--- src/rtl/hazard_sched.sv ---
// Central hazard scheduler for the 5-stage RV32 pipeline: hold/clear controls for PC and
// segment registers, data-cache miss stall FSM with timeout, and performance counters.
module hazard_sched #(
  parameter int unsigned MISS_TIMEOUT = 255,
  parameter logic [1:0]  WB_SEL_CACHE = 2'b01
) (
  input  logic        clk,
  input  logic        rst,
  input  logic [4:0]  rs1_ID,
  input  logic [4:0]  rs2_ID,
  input  logic [1:0]  src_reg_en_ID,
  input  logic [4:0]  rd_EX,
  input  logic [1:0]  wb_select_EX,
  input  logic        reg_write_en_EX,
  input  logic        br_EX,
  input  logic        jalr_EX,
  input  logic        jal_ID,
  input  logic        dcache_req_MEM,
  input  logic        dcache_miss,
  input  logic        dcache_done,
  output logic        bubbleF,
  output logic        bubbleD,
  output logic        bubbleE,
  output logic        bubbleM,
  output logic        bubbleW,
  output logic        flushF,
  output logic        flushD,
  output logic        flushE,
  output logic        flushM,
  output logic        flushW,
  output logic        miss_timeout,
  output logic [31:0] miss_count,
  output logic [31:0] stall_cycles
);

  localparam int unsigned WAIT_W     = 8;
  localparam logic [WAIT_W-1:0] WAIT_LIMIT = WAIT_W'(MISS_TIMEOUT - 1);

  typedef enum logic {
    IDLE = 1'b0,
    MISS = 1'b1
  } state_t;

  state_t            stall_state;
  logic [WAIT_W-1:0] wait_cnt;

  logic miss_start;
  logic miss_stall;
  logic timeout_hit;
  logic redirect;
  logic load_use;

  // Hazard detection; a refill completing in the same cycle as the timeout takes precedence.
  always_comb begin
    miss_start  = (stall_state == IDLE) && dcache_req_MEM && dcache_miss;
    miss_stall  = miss_start || ((stall_state == MISS) && !dcache_done);
    timeout_hit = (stall_state == MISS) && !dcache_done && (wait_cnt == WAIT_LIMIT);
    redirect    = br_EX || jalr_EX;
    load_use    = reg_write_en_EX && (wb_select_EX == WB_SEL_CACHE) && (rd_EX != 5'd0) &&
                  ((src_reg_en_ID[0] && (rs1_ID == rd_EX)) ||
                   (src_reg_en_ID[1] && (rs2_ID == rd_EX)));
  end

  // Miss FSM, timeout flag and performance counters.
  always_ff @(posedge clk) begin
    if (rst) begin
      stall_state  <= IDLE;
      wait_cnt     <= '0;
      miss_timeout <= 1'b0;
      miss_count   <= '0;
      stall_cycles <= '0;
    end else begin
      case (stall_state)
        IDLE: begin
          if (miss_start) begin
            stall_state <= MISS;
            wait_cnt    <= '0;
            miss_count  <= miss_count + 32'd1;
          end
        end
        MISS: begin
          stall_cycles <= stall_cycles + 32'd1;
          wait_cnt     <= wait_cnt + WAIT_W'(1);
          if (dcache_done) begin
            stall_state <= IDLE;
          end else if (timeout_hit) begin
            stall_state  <= IDLE;
            miss_timeout <= 1'b1;
          end
        end
        default: stall_state <= IDLE;
      endcase
    end
  end

  // Zero-latency pipeline controls, in priority order.
  always_comb begin
    bubbleF = 1'b0;
    bubbleD = 1'b0;
    bubbleE = 1'b0;
    bubbleM = 1'b0;
    bubbleW = 1'b0;
    flushF  = 1'b0;
    flushD  = 1'b0;
    flushE  = 1'b0;
    flushM  = 1'b0;
    flushW  = 1'b0;
    if (rst) begin
      flushF = 1'b1;
      flushD = 1'b1;
      flushE = 1'b1;
      flushM = 1'b1;
      flushW = 1'b1;
    end else if (miss_stall) begin
      bubbleF = 1'b1;
      bubbleD = 1'b1;
      bubbleE = 1'b1;
      bubbleM = 1'b1;
      flushW  = 1'b1;
    end else if (redirect) begin
      flushD = 1'b1;
      flushE = 1'b1;
    end else if (load_use) begin
      bubbleF = 1'b1;
      bubbleD = 1'b1;
      flushE  = 1'b1;
    end else if (jal_ID) begin
      flushD = 1'b1;
    end
  end

endmodule

--- config.mk ---
export PLATFORM = sky130hd
export DESIGN_NAME = hazard_sched
export DESIGN_NICKNAME = d
export VERILOG_FILES = /design/src/rtl/hazard_sched.sv
export SDC_FILE = /design/constraint.sdc
export NUM_CORES = 1
export LEC_CHECK = 0
export ABC_AREA = 1
export CORE_MARGIN = 5
export CORE_UTILIZATION = 54
export CTS_CLUSTER_SIZE = 25
export DETAILED_ROUTE_END_ITERATION = 12
export HOLD_SLACK_MARGIN = 0.02
export PLACE_DENSITY = 0.91
export SLEW_MARGIN = 30
export SYNTH_ARGS = -nofsm -noshare
export SYNTH_HDL_FRONTEND = slang
export SYNTH_SLANG_ARGS = --single-unit
--- constraint.sdc ---
create_clock -name clk -period 4.5 [get_ports clk]
set_input_delay 1.35 -clock clk [delete_from_list [all_inputs] [get_ports clk]]
set_output_delay 1.35 -clock clk [all_outputs]
set_load 0.1 [all_outputs]
Word-level counts from Yosys, hierarchy flattened:

Cells that the tools add are included.

* add/subtract/negate cells: 3
* equal/unequal tests: 5
* muxes and demuxes: 22
* bitwise gates (word level): 2
* reduce and logical (&&, ||, !) cells: 16

Operator list (number)
* adder 32 x 1 -> 32 bit (second input constant): 2
* 2-to-1 mux 1 bit: 19
* one-hot mux 8 bit (2 select lines): 1
* equality test 5 bit: 2
* logical AND 1 bit: 9
* adder 8 x 1 -> 8 bit (second input constant): 1
* equality test 8 bit (second input constant): 1
* 2-to-1 mux 8 bit: 1
* nonzero test 5 bit: 1
* logical OR 1 bit: 3
* AND reduction 3 bit: 1
* equality test 2 x 1 -> 1 bit (second input constant): 1
* inequality test 2 bit (second input constant): 1
* inverter 1 bit: 2
* one-hot mux 1 bit (2 select lines): 1
* AND reduction 2 bit: 1
* zero test 1 bit: 1

* flip-flop bits (word level): 74
* bits of input ports: 28
* output and inout bits: 75

Longest topological paths before layout:

* depth after elaboration: 8
* depth in mapped cells: 10
* mapped depth without buffers: 10

Worst setup path before layout:

No wires, ideal clock.

* kind: input-to-output
* from: in dcache_miss
* to: out flushD
* arrival time: 4.563 ns
* required time: 3.150 ns
* setup slack: -1.413 ns
* cell stages on the path: 7
* buffers on the path: 0
* path through: nand2_1 -> nor2_4 -> nor2_1 -> nor2_1 -> inv_1 -> nand2_1 -> nor2_1

* word-level cells in the longest chain between the ends: 4

Ends and longest elaborated chain
* from (decl): line 19 `input logic dcache_miss,`
* logical AND 1 bit: line 55 `miss_start = (stall_state == IDLE) && dcache_req_MEM && dcache_miss;`
* logical OR 1 bit: line 56 `miss_stall = miss_start || ((stall_state == MISS) && !dcache_done);`
* 2-to-1 mux 1 bit: line 114 `end else if (miss_stall) begin`
* 2-to-1 mux 1 bit: line 108 `if (rst) begin`
* to (decl): line 27 `output logic flushD,`

No other way between the ends.

Worst setup path in the final report:

Ends and elaborated chain as after synthesis.

==> flow_metrics.py <==
metrics = {
    "setup_path": {
        "worst_path_max_delay_cell": "clkdlybuf4s50_1",
        "max_stage_delay_ns": 0.46,
        "reg2reg_depth": 9,
        "required_ns": 3.15,
        "crit_path_end_kind": "primary output",
        "worstPathMaxFanout": 4,
        "cp.buffers_inverters": 3,
        "crit_chain": "clkdlybuf4s50_1 -> nand2_1 -> nor2_4 -> nor2_1 -> nor2_4 -> inv_1 -> nand2_4 -> nor2_4 -> buf_12",
        "crit_type": "in2out",
        "startpoint_type": "primary input",
        "path_depth": 9,
        "crit_arrival_ns": 2.88,
        "path_delay_family": "buffers and inverters",
        "crit_top_cell": "nor2_4",
    },
    "pwr": {
        "share_seq_of_total_power_pct": 50.1,
        "pwr-share-comb_pct": 13.2,
        "leakagePower_nw": 2.18,
        "power_frac_clock_pct": 36.7,
        "p_switching_mw": 0.358,
        "power.share.switching_pct": 27.0,
        "p_per_area_nw_per_um2": 243,
        "intPower_mw": 0.970,
        "vdd_drop_max_v": 0.000199,
    },
    "clock_network": {
        "cts_tree": "yes",
        "clk_latency_ns": 0.35,
        "postCtsSetupRepairBufs": 0,
        "clock_path_buffers": 2,
        "htreeDepth": 3,
        "root_buffer": "clkbuf_8",
        "cts_sinks": 74,
        "hold_buffers": 0,
        "numCtsBuffers": 9,
        "path_clk_slew_ns": 0.07,
        "cts_resized": 0,
    },
    "die": {
        "coreArea_sq_um": 7330,
        "row_count": 31,
        "die_h_um": 97.2,
        "initial_core_util_pct": 56.1,
        "die_w_um": 97.2,
        "io_pins": 103,
        "dieArea_sq_um": 9460,
    },
    "cells_and_area": {
        "drive_gt1_share_pct": 7.23,
        "area_growth_pct": 33.2,
        "nNetsFinal": 776,
        "antenna_cells": 0,
        "fillers": 549,
    },
    "timing": {
        "drv_slew": 0,
        "setup_viol": 0,
        "fmax_mhz": 236,
        "slew_headroom_pct": 32.8,
        "hold_ws_ns": 0.468,
        "rsz0062_at_grt": "no",
        "finalCriticalPeriod_ns": 4.23,
        "setup_slack_ns": 0.266,
        "tightest_slew_ns": 1.00,
        "finalHoldViolCount": 0,
        "post-route-period-util_pct": 94.1,
        "skew_ns": 0.00715,
        "tns_ns": 0,
    },
    "synthesis": {
        "synth_top_area_share_pct": 36.0,
        "yosys.area.top_type": "dfxtp_1",
        "synthDistinctLibCells": 38,
        "syn_nets": 675,
        "ys_ff_latch": 74,
        "ys_warn_count": 0,
        "seq_area_frac_synth_pct": 36.0,
        "synth_area_per_cell_sq_um": 6.39,
        "synth_area_leaders": "dfxtp_1, nand2_1, nor2_1",
        "syn-cell-area_sq_um": 4110,
        "syn_inst": 643,
    },
    "detailed_routing": {
        "via_per_inst": 5.25,
        "first_pass_iters": 5,
        "drt_wl_total_um": 11300,
        "final_antenna_net_count": 0,
        "drtIter0Drc": 274,
        "num_vias": 4439,
        "wl_per_cell_um": 13.4,
        "drc": 0,
    },
    "global_routing": {
        "grt_pass1_wl_um": 18500,
        "antenna_found_initial": 0,
        "grt_pass1_vias": 4270,
        "grt_max_degree": 49,
        "grt_overflow": 0,
        "grt_usage_pct": 23.3,
    },
    "hold_path": {
        "whs_path_depth": 2,
        "hold_class": "reg2reg",
    },
    "flow_run": {
        "max-cap-violations": 0,
    },
    "placement": {
        "io_buffers": 101,
        "place_ws_ns": 0.282,
        "place_congestion": 0.882,
        "dp_hpwl_um": 8610,
    },
    "run_status": {
        "outcome": "completed",
    },
}
## tightest hold or removal path, cell delays in order (launching register included)
cell and delay (ns):
dfxtp_1 0.32, inv_1 0.05, a21oi_1 0.05
## cells in the mapped netlist
| cell | count |
|---|---|
| nor3_4 | 1 |
| nor2_2 | 5 |
| a21o_1 | 1 |
| nor2_8 | 1 |
| ha_1 | 4 |
| nand3_4 | 3 |
| a211oi_1 | 3 |
| nand3_1 | 35 |
| xnor2_1 | 1 |
| nand4_1 | 22 |
| nor2_1 | 124 |
| nand2_4 | 1 |
| a221oi_1 | 2 |
| o21bai_2 | 1 |
| a21oi_1 | 33 |
| o31ai_1 | 1 |
| o21ai_0 | 20 |
| nor3_1 | 14 |
| buf_4 | 5 |
| and3_1 | 2 |
| clkbuf_1 | 7 |
| inv_2 | 1 |
| o21a_1 | 2 |
| nand2_2 | 3 |
| buf_2 | 1 |
| nor2_4 | 7 |
| xor2_1 | 4 |
| clkinv_1 | 1 |
| nand2_1 | 165 |
| a31oi_1 | 3 |
| nor3_2 | 1 |
| conb_1 | 1 |
| dfxtp_1 | 74 |
| buf_6 | 1 |
| inv_1 | 88 |
| inv_4 | 1 |
| nor3b_1 | 1 |
| o21ai_1 | 3 |
## sequential cells by signal (all words and copies together) (netlist names)
name and flops:
miss_timeout 1, wait_cnt 8, stall_cycles 32, miss_count 32, stall_state 1
## layout make-up
cell class	count	area [sq um]	share of cell area (%)
clock inverter	3	42.5	0.777
sequential	74	1480	27.1
clock buffer	11	131	2.40
tap	99	124	2.26
timing repair buffer	104	1120	20.4
inverter	91	344	6.29
multi-input combinational	464	2230	40.8
## power groups by stage
stage	Combinational (mW)	Clock (mW)	Sequential, mW
3_3_place_gp	0.171	0	0.680
5_1_grt	0.186	0.515	0.666
4_1_cts	0.176	0.492	0.665
2_1_floorplan	0.0925	0	0.697
6_report	0.176	0.488	0.665
3_5_place_dp	0.175	0	0.680
## cells by family after synthesis
family / count (synthesis) / synth area share [%]
XOR/XNOR: 5 / 1.07
buffers and inverters: 105 / 10.3
AND/OR/NAND/NOR: 385 / 42.0
other: 1 / 0.0912
flip-flops: 74 / 36.0
adder cells (fa/ha/maj): 4 / 1.22
AO/OA/AOI/OAI: 69 / 9.25
## cell usage in the layout (no fill, tap or decap), types with 4 or more instances in the layout
cell type        count
nand2_1            164
nor2_1             122
clkdlybuf4s50_1     91
inv_1               88
dfxtp_1             74
nand3_1             35
a21oi_1             32
nand4_1             22
o21ai_0             20
nor3_1              14
nor2_4               9
clkbuf_8             9
buf_12               9
nor2_2               5
xor2_1               4
ha_1                 4
## final timing paths
path | startpoint | to | slack [ns]
setup / recovery | dcache_miss | flushD | 0.27
hold / removal | stall_cycles[8] | stall_cycles[8] | 0.47
setup reg to reg | stall_state | stall_cycles[25] | 2.67
hold reg to reg | stall_cycles[8] | stall_cycles[8] | 0.47
## per-layer routing
layer / GRT usage, % / vias to the layer above / share of wire (%)
li1: - / 2228 / -
met3: 5.60 / 35 / 5.5
met5: 0 / - / 0
met2: 41.9 / 170 / 50
met4: 9.27 / 0 / 3.2
met1: 26.3 / 2006 / 42
## stage by stage
step,utilization (%),power [mW],cell area (sq um),std cells
floorplan,-,0.789,4140,643
global placement,72.4,0.851,5300,832
global route,74.7,1.37,5470,846
CTS,74.7,1.33,5480,846
finish,74.7,1.33,5470,846
detailed placement,72.4,0.855,5300,832
Power figures use the tool's default switching activity.
